==> src/rtl/mem_arbiter_pkg.sv <==
// Shared types for the instruction/data memory arbiter.
package mem_arb_pkg;

    typedef enum logic [1:0] {
        IDLE,
        ISSUE,
        WAIT,
        RESP
    } state_t;

    typedef enum logic {
        OWN_I,
        OWN_D
    } owner_t;

endpackage

==> src/rtl/mem_arbiter_if.sv <==
// Fetch, load/store and memory-side signals of the arbiter.
interface mem_arbiter_if #(
    parameter int ADDR_W = 32,
    parameter int DATA_W = 32
);
    logic              i_req;
    logic [ADDR_W-1:0] i_addr;
    logic [DATA_W-1:0] i_rdata;
    logic              i_valid;
    logic              d_req;
    logic              d_we;
    logic [ADDR_W-1:0] d_addr;
    logic [DATA_W-1:0] d_wdata;
    logic [DATA_W-1:0] d_rdata;
    logic              d_valid;
    logic              mem_en;
    logic              mem_we;
    logic [ADDR_W-1:0] mem_addr;
    logic [DATA_W-1:0] mem_wdata;
    logic [DATA_W-1:0] mem_rdata;
    logic              busy;

    modport slave (
        input  i_req, i_addr,
        input  d_req, d_we, d_addr, d_wdata,
        input  mem_rdata,
        output i_rdata, i_valid,
        output d_rdata, d_valid,
        output mem_en, mem_we, mem_addr, mem_wdata,
        output busy
    );

    modport master (
        output i_req, i_addr,
        output d_req, d_we, d_addr, d_wdata,
        output mem_rdata,
        input  i_rdata, i_valid,
        input  d_rdata, d_valid,
        input  mem_en, mem_we, mem_addr, mem_wdata,
        input  busy
    );
endinterface

==> src/rtl/mem_arbiter_lat_counter.sv <==
// Loadable saturating down-counter timing the memory read latency.
module lat_counter #(
    parameter int W = 2
) (
    input  logic         clk,
    input  logic         reset_n,
    input  logic         load_i,
    input  logic [W-1:0] load_val_i,
    input  logic         dec_i,
    output logic [W-1:0] cnt_o,
    output logic         zero_o
);
    logic [W-1:0] cnt_q;
    logic [W-1:0] cnt_d;

    always_comb begin
        cnt_d = cnt_q;
        if (load_i) begin
            cnt_d = load_val_i;
        end else if (dec_i && cnt_q != '0) begin
            cnt_d = cnt_q - W'(1);
        end
    end

    always_ff @(posedge clk or negedge reset_n) begin
        if (!reset_n) begin
            cnt_q <= '0;
        end else begin
            cnt_q <= cnt_d;
        end
    end

    assign cnt_o  = cnt_q;
    assign zero_o = (cnt_q == '0);
endmodule

==> src/rtl/mem_arbiter.sv <==
// Arbitrates one fixed-latency memory between fetch and load/store,
// data first, with a streak limit that bounds fetch starvation.
module mem_arbiter
    import mem_arb_pkg::*;
#(
    parameter int ADDR_W   = 32,
    parameter int DATA_W   = 32,
    parameter int LATENCY  = 2,
    parameter int D_STREAK = 4
) (
    input logic          clk,
    input logic          reset_n,
    mem_arbiter_if.slave bus
);
    localparam int CW = $clog2(LATENCY + 1);
    localparam int SW = $clog2(D_STREAK + 1);
    localparam logic [CW-1:0] LOAD_VAL = CW'(LATENCY - 1);
    localparam logic [SW-1:0] S_MAX    = SW'(D_STREAK);

    state_t            state_q;
    owner_t            own_q;
    logic [SW-1:0]     streak_q;
    logic              mem_en_q;
    logic              mem_we_q;
    logic [ADDR_W-1:0] mem_addr_q;
    logic [DATA_W-1:0] mem_wdata_q;
    logic [DATA_W-1:0] i_rdata_q;
    logic [DATA_W-1:0] d_rdata_q;
    logic              i_valid_q;
    logic              d_valid_q;

    logic          gnt_d_d;
    logic          gnt_i_d;
    logic [CW-1:0] cnt;
    logic          cnt_zero;
    logic          wait_done;

    assign gnt_d_d = bus.d_req &&
                     !(bus.i_req && streak_q == S_MAX);
    assign gnt_i_d = bus.i_req && !gnt_d_d;

    lat_counter #(.W(CW)) u_lat (
        .clk       (clk),
        .reset_n   (reset_n),
        .load_i    (state_q == ISSUE),
        .load_val_i(LOAD_VAL),
        .dec_i     (state_q == WAIT),
        .cnt_o     (cnt),
        .zero_o    (cnt_zero)
    );

    // Done on the cycle the decrement reaches zero, so WAIT spans
    // LATENCY-1 cycles, and a single cycle when LATENCY is 1.
    assign wait_done = cnt_zero || (cnt == CW'(1));

    always_ff @(posedge clk or negedge reset_n) begin
        if (!reset_n) begin
            state_q     <= IDLE;
            own_q       <= OWN_I;
            streak_q    <= '0;
            mem_en_q    <= 1'b0;
            mem_we_q    <= 1'b0;
            mem_addr_q  <= '0;
            mem_wdata_q <= '0;
            i_rdata_q   <= '0;
            d_rdata_q   <= '0;
            i_valid_q   <= 1'b0;
            d_valid_q   <= 1'b0;
        end else begin
            unique case (state_q)
                IDLE: begin
                    if (!bus.i_req || gnt_i_d) begin
                        streak_q <= '0;
                    end else if (gnt_d_d && streak_q != S_MAX) begin
                        streak_q <= streak_q + SW'(1);
                    end
                    if (gnt_d_d) begin
                        own_q       <= OWN_D;
                        mem_addr_q  <= bus.d_addr;
                        mem_we_q    <= bus.d_we;
                        mem_wdata_q <= bus.d_wdata;
                        mem_en_q    <= 1'b1;
                        state_q     <= ISSUE;
                    end else if (gnt_i_d) begin
                        own_q       <= OWN_I;
                        mem_addr_q  <= bus.i_addr;
                        mem_we_q    <= 1'b0;
                        mem_wdata_q <= '0;
                        mem_en_q    <= 1'b1;
                        state_q     <= ISSUE;
                    end
                end
                ISSUE: begin
                    mem_en_q <= 1'b0;
                    state_q  <= WAIT;
                end
                WAIT: begin
                    if (wait_done) begin
                        if (own_q == OWN_I) begin
                            i_rdata_q <= bus.mem_rdata;
                            i_valid_q <= 1'b1;
                        end else begin
                            if (!mem_we_q) begin
                                d_rdata_q <= bus.mem_rdata;
                            end
                            d_valid_q <= 1'b1;
                        end
                        state_q <= RESP;
                    end
                end
                RESP: begin
                    i_valid_q <= 1'b0;
                    d_valid_q <= 1'b0;
                    state_q   <= IDLE;
                end
                default: state_q <= IDLE;
            endcase
        end
    end

    assign bus.mem_en    = mem_en_q;
    assign bus.mem_we    = mem_we_q;
    assign bus.mem_addr  = mem_addr_q;
    assign bus.mem_wdata = mem_wdata_q;
    assign bus.i_rdata   = i_rdata_q;
    assign bus.i_valid   = i_valid_q;
    assign bus.d_rdata   = d_rdata_q;
    assign bus.d_valid   = d_valid_q;
    assign bus.busy      = (state_q != IDLE);
endmodule
==> src/flat_wrapper.sv <==
// flat-port wrapper written by rule: the top's interface ports become plain ports
module mem_arbiter_flat import mem_arb_pkg::*;
#(
    parameter int ADDR_W   = 32,
    parameter int DATA_W   = 32,
    parameter int LATENCY  = 2,
    parameter int D_STREAK = 4
)
  (clk, reset_n, bus_i_req, bus_i_addr, bus_d_req, bus_d_we, bus_d_addr, bus_d_wdata, bus_mem_rdata, bus_i_rdata, bus_i_valid, bus_d_rdata, bus_d_valid, bus_mem_en, bus_mem_we, bus_mem_addr, bus_mem_wdata, bus_busy);
  mem_arbiter_if #(.ADDR_W(ADDR_W), .DATA_W(DATA_W)) bus_i ();
  input logic clk;
  input logic reset_n;
  input wire logic [$bits(bus_i.i_req)-1:0] bus_i_req;
  input wire logic [$bits(bus_i.i_addr)-1:0] bus_i_addr;
  input wire logic [$bits(bus_i.d_req)-1:0] bus_d_req;
  input wire logic [$bits(bus_i.d_we)-1:0] bus_d_we;
  input wire logic [$bits(bus_i.d_addr)-1:0] bus_d_addr;
  input wire logic [$bits(bus_i.d_wdata)-1:0] bus_d_wdata;
  input wire logic [$bits(bus_i.mem_rdata)-1:0] bus_mem_rdata;
  output wire logic [$bits(bus_i.i_rdata)-1:0] bus_i_rdata;
  output wire logic [$bits(bus_i.i_valid)-1:0] bus_i_valid;
  output wire logic [$bits(bus_i.d_rdata)-1:0] bus_d_rdata;
  output wire logic [$bits(bus_i.d_valid)-1:0] bus_d_valid;
  output wire logic [$bits(bus_i.mem_en)-1:0] bus_mem_en;
  output wire logic [$bits(bus_i.mem_we)-1:0] bus_mem_we;
  output wire logic [$bits(bus_i.mem_addr)-1:0] bus_mem_addr;
  output wire logic [$bits(bus_i.mem_wdata)-1:0] bus_mem_wdata;
  output wire logic [$bits(bus_i.busy)-1:0] bus_busy;
  assign bus_i.i_req = bus_i_req;
  assign bus_i.i_addr = bus_i_addr;
  assign bus_i.d_req = bus_d_req;
  assign bus_i.d_we = bus_d_we;
  assign bus_i.d_addr = bus_d_addr;
  assign bus_i.d_wdata = bus_d_wdata;
  assign bus_i.mem_rdata = bus_mem_rdata;
  assign bus_i_rdata = bus_i.i_rdata;
  assign bus_i_valid = bus_i.i_valid;
  assign bus_d_rdata = bus_i.d_rdata;
  assign bus_d_valid = bus_i.d_valid;
  assign bus_mem_en = bus_i.mem_en;
  assign bus_mem_we = bus_i.mem_we;
  assign bus_mem_addr = bus_i.mem_addr;
  assign bus_mem_wdata = bus_i.mem_wdata;
  assign bus_busy = bus_i.busy;
  mem_arbiter #(.ADDR_W(ADDR_W), .DATA_W(DATA_W), .LATENCY(LATENCY), .D_STREAK(D_STREAK)) u_core (.clk(clk), .reset_n(reset_n), .bus(bus_i));
endmodule
==> config.mk <==
export PLATFORM = sky130hd
export DESIGN_NAME = mem_arbiter_flat
export DESIGN_NICKNAME = d
export VERILOG_FILES = /design/src/rtl/mem_arbiter_pkg.sv /design/src/rtl/mem_arbiter_if.sv /design/src/rtl/mem_arbiter_lat_counter.sv /design/src/rtl/mem_arbiter.sv /design/src/flat_wrapper.sv
export SDC_FILE = /design/constraint.sdc
export NUM_CORES = 1
export LEC_CHECK = 0
export ABC_AREA = 1
export BUFFER_PORTS_ARGS = -buffer_cell sky130_fd_sc_hd__clkbuf_2
export CAP_MARGIN = 20
export CORE_MARGIN = 10
export CORE_UTILIZATION = 40
export CTS_BUF_LIST = sky130_fd_sc_hd__clkbuf_8
export CTS_CLUSTER_DIAMETER = 30
export DETAILED_ROUTE_END_ITERATION = 8
export PLACE_DENSITY = 0.72
export SYNTH_ARGS = -nofsm -noshare
export SYNTH_HDL_FRONTEND = slang
export SYNTH_SLANG_ARGS = --single-unit
==> constraint.sdc <==
create_clock -name clk -period 1.7 [get_ports clk]
set_clock_uncertainty 0.2 [all_clocks]
set_input_delay 0.34 -clock clk [delete_from_list [all_inputs] [get_ports clk]]
set_output_delay 0.34 -clock clk [all_outputs]
set_load 0.02 [all_outputs]
==> results.toml <==
[die]
placementRows = 44
pin_count = 266
chipHeight_um = 143
core_mm2 = 0.0146
start_util_pct = 41.3
die_w_um = 143
die_area_mm2 = 0.0204

[cells_and_area]
fin_nets = 1264
stdcell_count = 1321
post-route-cell-area_mm2 = 0.00975
areaGrowthSynthToFinish_pct = 61.4
drive_gt1_share_pct = 33.7

[clock_tree]
tritoncts = "built"
clock-sinks = 140
numCtsBuffers = 17
worstSkewPairLatency_ns = 0.44
htreeDepth = 4
clkTransAtPathRegs_ns = 0.07
cts_buffer_depth = 2
root_buffer = "clkbuf_8"

[yosys]
syn_nets = 872
ys_ff_latch = 140
yosys_warnings = 0
synth.top_cell.area_share_pct = 58.0
yosysMostFrequentCell = "nand2_1"
synth_top_cell_by_area = "dfrtp_1"
yosysUniqueCellTypes = 21
async_reset_ff_share_pct = 100
synth-edff-count = 0
ys_seq_area_share_pct = 58.0
ys.flop_type = "dfrtp_1"
synth_area_leaders = "dfrtp_1 (58%), nand2_1 (17%), inv_1 (6.8%), nand3_1 (5.6%), o21ai_0 (5.6%)"
yosys-top-cells-count = "nand2_1 (277), dfrtp_1 (140), inv_1 (110), nand3_1 (68), o21ai_0 (68)"
netlist_area_mm2 = 0.00604
synth.avg_cell_area_um2 = 8.28
synth_cells = 730

[routing]
first_iter_violations = 477
drt_pass1_iterations = 6
vias = 6251
drc = 0
vias_per_cell = 4.73
wire_per_inst_um = 17.2
wirelength_um = 22700
drtAntennaViolNets = 0

[pwr]
internal_power_mw = 9.83
seqPwrFrac_pct = 33.4
ir_worst_vdd_mv = 0.701
switching_share_pct = 44.3
p_sw_mw = 7.81
p_clk_share_pct = 14.8
power_density_mw_per_mm2 = 1810
pwr-share-comb_pct = 51.9
leakage_nw = 5.58
power.total_mw = 17.6

[worst_setup_path]
critical_path_class = "register to register"
cp_slowest_cell = "dfrtp_1"
cp_cell_sequence = "inv_2 > buf_4 > ha_4 > inv_4 > nor2_4 > nand3_4 > clkbuf_16 > nand2_1 > o21ai_0"
cp.arrival_ns = 1.95
worstSetupStartpointType = "register"
cpLargestDelayFamily = "buffers and inverters"
required_ns = 1.82
critPathMaxStageDelay_ns = 0.39
r2r-end = "u_core.bus.d_rdata[19]"
crit_fanout = 8
reg2reg_depth = 9
r2r-start = "u_core.state_q[0]"
critical_path_buf_inv_count = 4
cp-end-kind = "register"
r2r_slack_ns = -0.13

[global_routing]
grt_use_met2_pct = 32.3
antenna_found_initial = 3
busiest_layer = "met2"
grt_pass1_vias = 6029
grtUsageTotal_pct = 18.8
grt_max_degree = 66
grt_pass1_wl_um = 30800
grt-ovfl-total = 0
grt_use_met1_pct = 21.2
grt_util_met3_pct = 6.53

[min_path]
whs_path_depth = 5
hold_path.class = "input port to register"
whs_endpoint = "u_core.bus.mem_addr[7]"
hp-start = "bus_i_addr[7]"

[placement]
dp_cells = 1163
gp_congestion = 0.804
post-place-ws_ns = 0.0532
place_area_mm2 = 0.00770
io_buffers = 265
hpwlAfterDp_um = 13600

[timing]
period_share_pct = 108
worst_pin_slew_ns = 0.417
fmax_mhz = 545
rsz0062_at_grt = "yes"
setup_viol = 99
fin_crit_ns = 1.83
slew_violations = 0
setup_ws_ns = -0.134
max_slew_margin_pct = 72.2
finalHoldViolCount = 0

[flow_run]
maxCapViolCount = 0

[run_status]
violations = "setup timing"
status = "finished with violations"
## timing repair
action | 4_1_cts | 5_1_grt
resized for setup | 10 | 87
buffers inserted | 5 | 4
hold buffers | 95 | 0
hold endpoints to repair | 265 | 0
gates cloned | 0 | 20
setup endpoints to repair | 2 | 133
pin swaps | 0 | 12
## worst max path at each step
stage,start,end,slack [ns],cells after the start
2_1_floorplan,u_core.state_q[1],u_core.bus.mem_addr[20],0.001,9
3_3_place_gp,u_core.streak_q[0],u_core.bus.mem_wdata[24],0.09,8
3_5_place_dp,u_core.streak_q[0],u_core.bus.mem_wdata[24],0.05,8
4_1_cts,u_core.state_q[1],bus_busy,-0.09,4
5_1_grt,u_core.state_q[0],u_core.bus.d_rdata[1],-0.20,9
6_report,u_core.state_q[0],u_core.bus.d_rdata[19],-0.13,9
## final cells by class
| class | instances | area [um2] |
|---|---|---|
| Multi-Input combinational cell | 441 | 2130 |
| Antenna cell | 5 | 12.5 |
| Sequential cell | 140 | 3500 |
| Inverter | 113 | 432 |
| Clock buffer | 20 | 275 |
| Timing Repair Buffer | 409 | 3070 |
| Tap cell | 184 | 230 |
| Clock inverter | 9 | 98.8 |
| Fill cell | 1094 | 4890 |
## stage by stage
step	TNS [ns]	utilization, %	hold slack [ns]
floorplan	0	-	-0.156
global placement	0	52.6	0.0913
detailed placement	0	52.6	0.0875
CTS	-0.408	62.0	0.000691
global route	-13.07	66.6	0.0266
finish	-5.26	66.6	0.0194
## cell usage in the layout, fill, tap and decap left out, drive strengths merged
| cell | n |
|---|---|
| dlygate4sd3 | 95 |
| xor2 | 1 |
| clkinv | 4 |
| nand3b | 1 |
| inv | 115 |
| nor2 | 8 |
| clkbuf | 295 |
| o22ai | 1 |
| dfrtp | 140 |
| clkinvlp | 1 |
| o21bai | 2 |
| nand3 | 70 |
| a21oi | 3 |
| nand2 | 277 |
| bufinv | 2 |
| o21ai | 68 |
| buf | 39 |
| diode | 5 |
| nor3b | 1 |
| ha | 9 |
## cells by family after synthesis
logic type	synth area share (%)
adders and majority gates	1.86
AOI/OAI and AO/OA	6.42
DFF	58.0
and+or+nand+nor	23.9
xor gates and xnor gates	0.145
buffers and inverters	9.67
## power by group through the flow
stage | Sequential [mW] | Combinational [mW] | Clock [mW]
after floorplan | 7.63 | 2.60 | 0
after global placement | 5.85 | 7.17 | 0
after detailed placement | 5.86 | 7.36 | 0
after CTS | 5.83 | 7.69 | 2.64
after global routing | 6.07 | 9.89 | 2.78
final | 5.89 | 9.15 | 2.61
## worst register-to-register path: cells and delay by family (launching register included)
kind | cells | cell delay [ns]
AOI/OAI and AO/OA | 1 | 0.08
adders and majority gates | 1 | 0.15
buffers and inverters | 4 | 0.50
DFF | 1 | 0.39
and+or+nand+nor | 3 | 0.40
## flip-flops by register name, indices dropped and copies added, names as in the netlist, 2 cells and up
name	count
u_core.state_q	2
u_core.u_lat.cnt_o	2
u_core.bus.mem_wdata	32
u_core.streak_q	3
u_core.bus.d_rdata	32
u_core.bus.mem_addr	32
u_core.bus.i_rdata	32
## layer usage
layer | part of all wire (%) | vias up
met5 | 0 | -
met4 | 2.7 | 0
met3 | 7.3 | 42
met2 | 50 | 258
met1 | 40 | 2931
li1 | - | 3020
(Power assumes the default switching activity.)
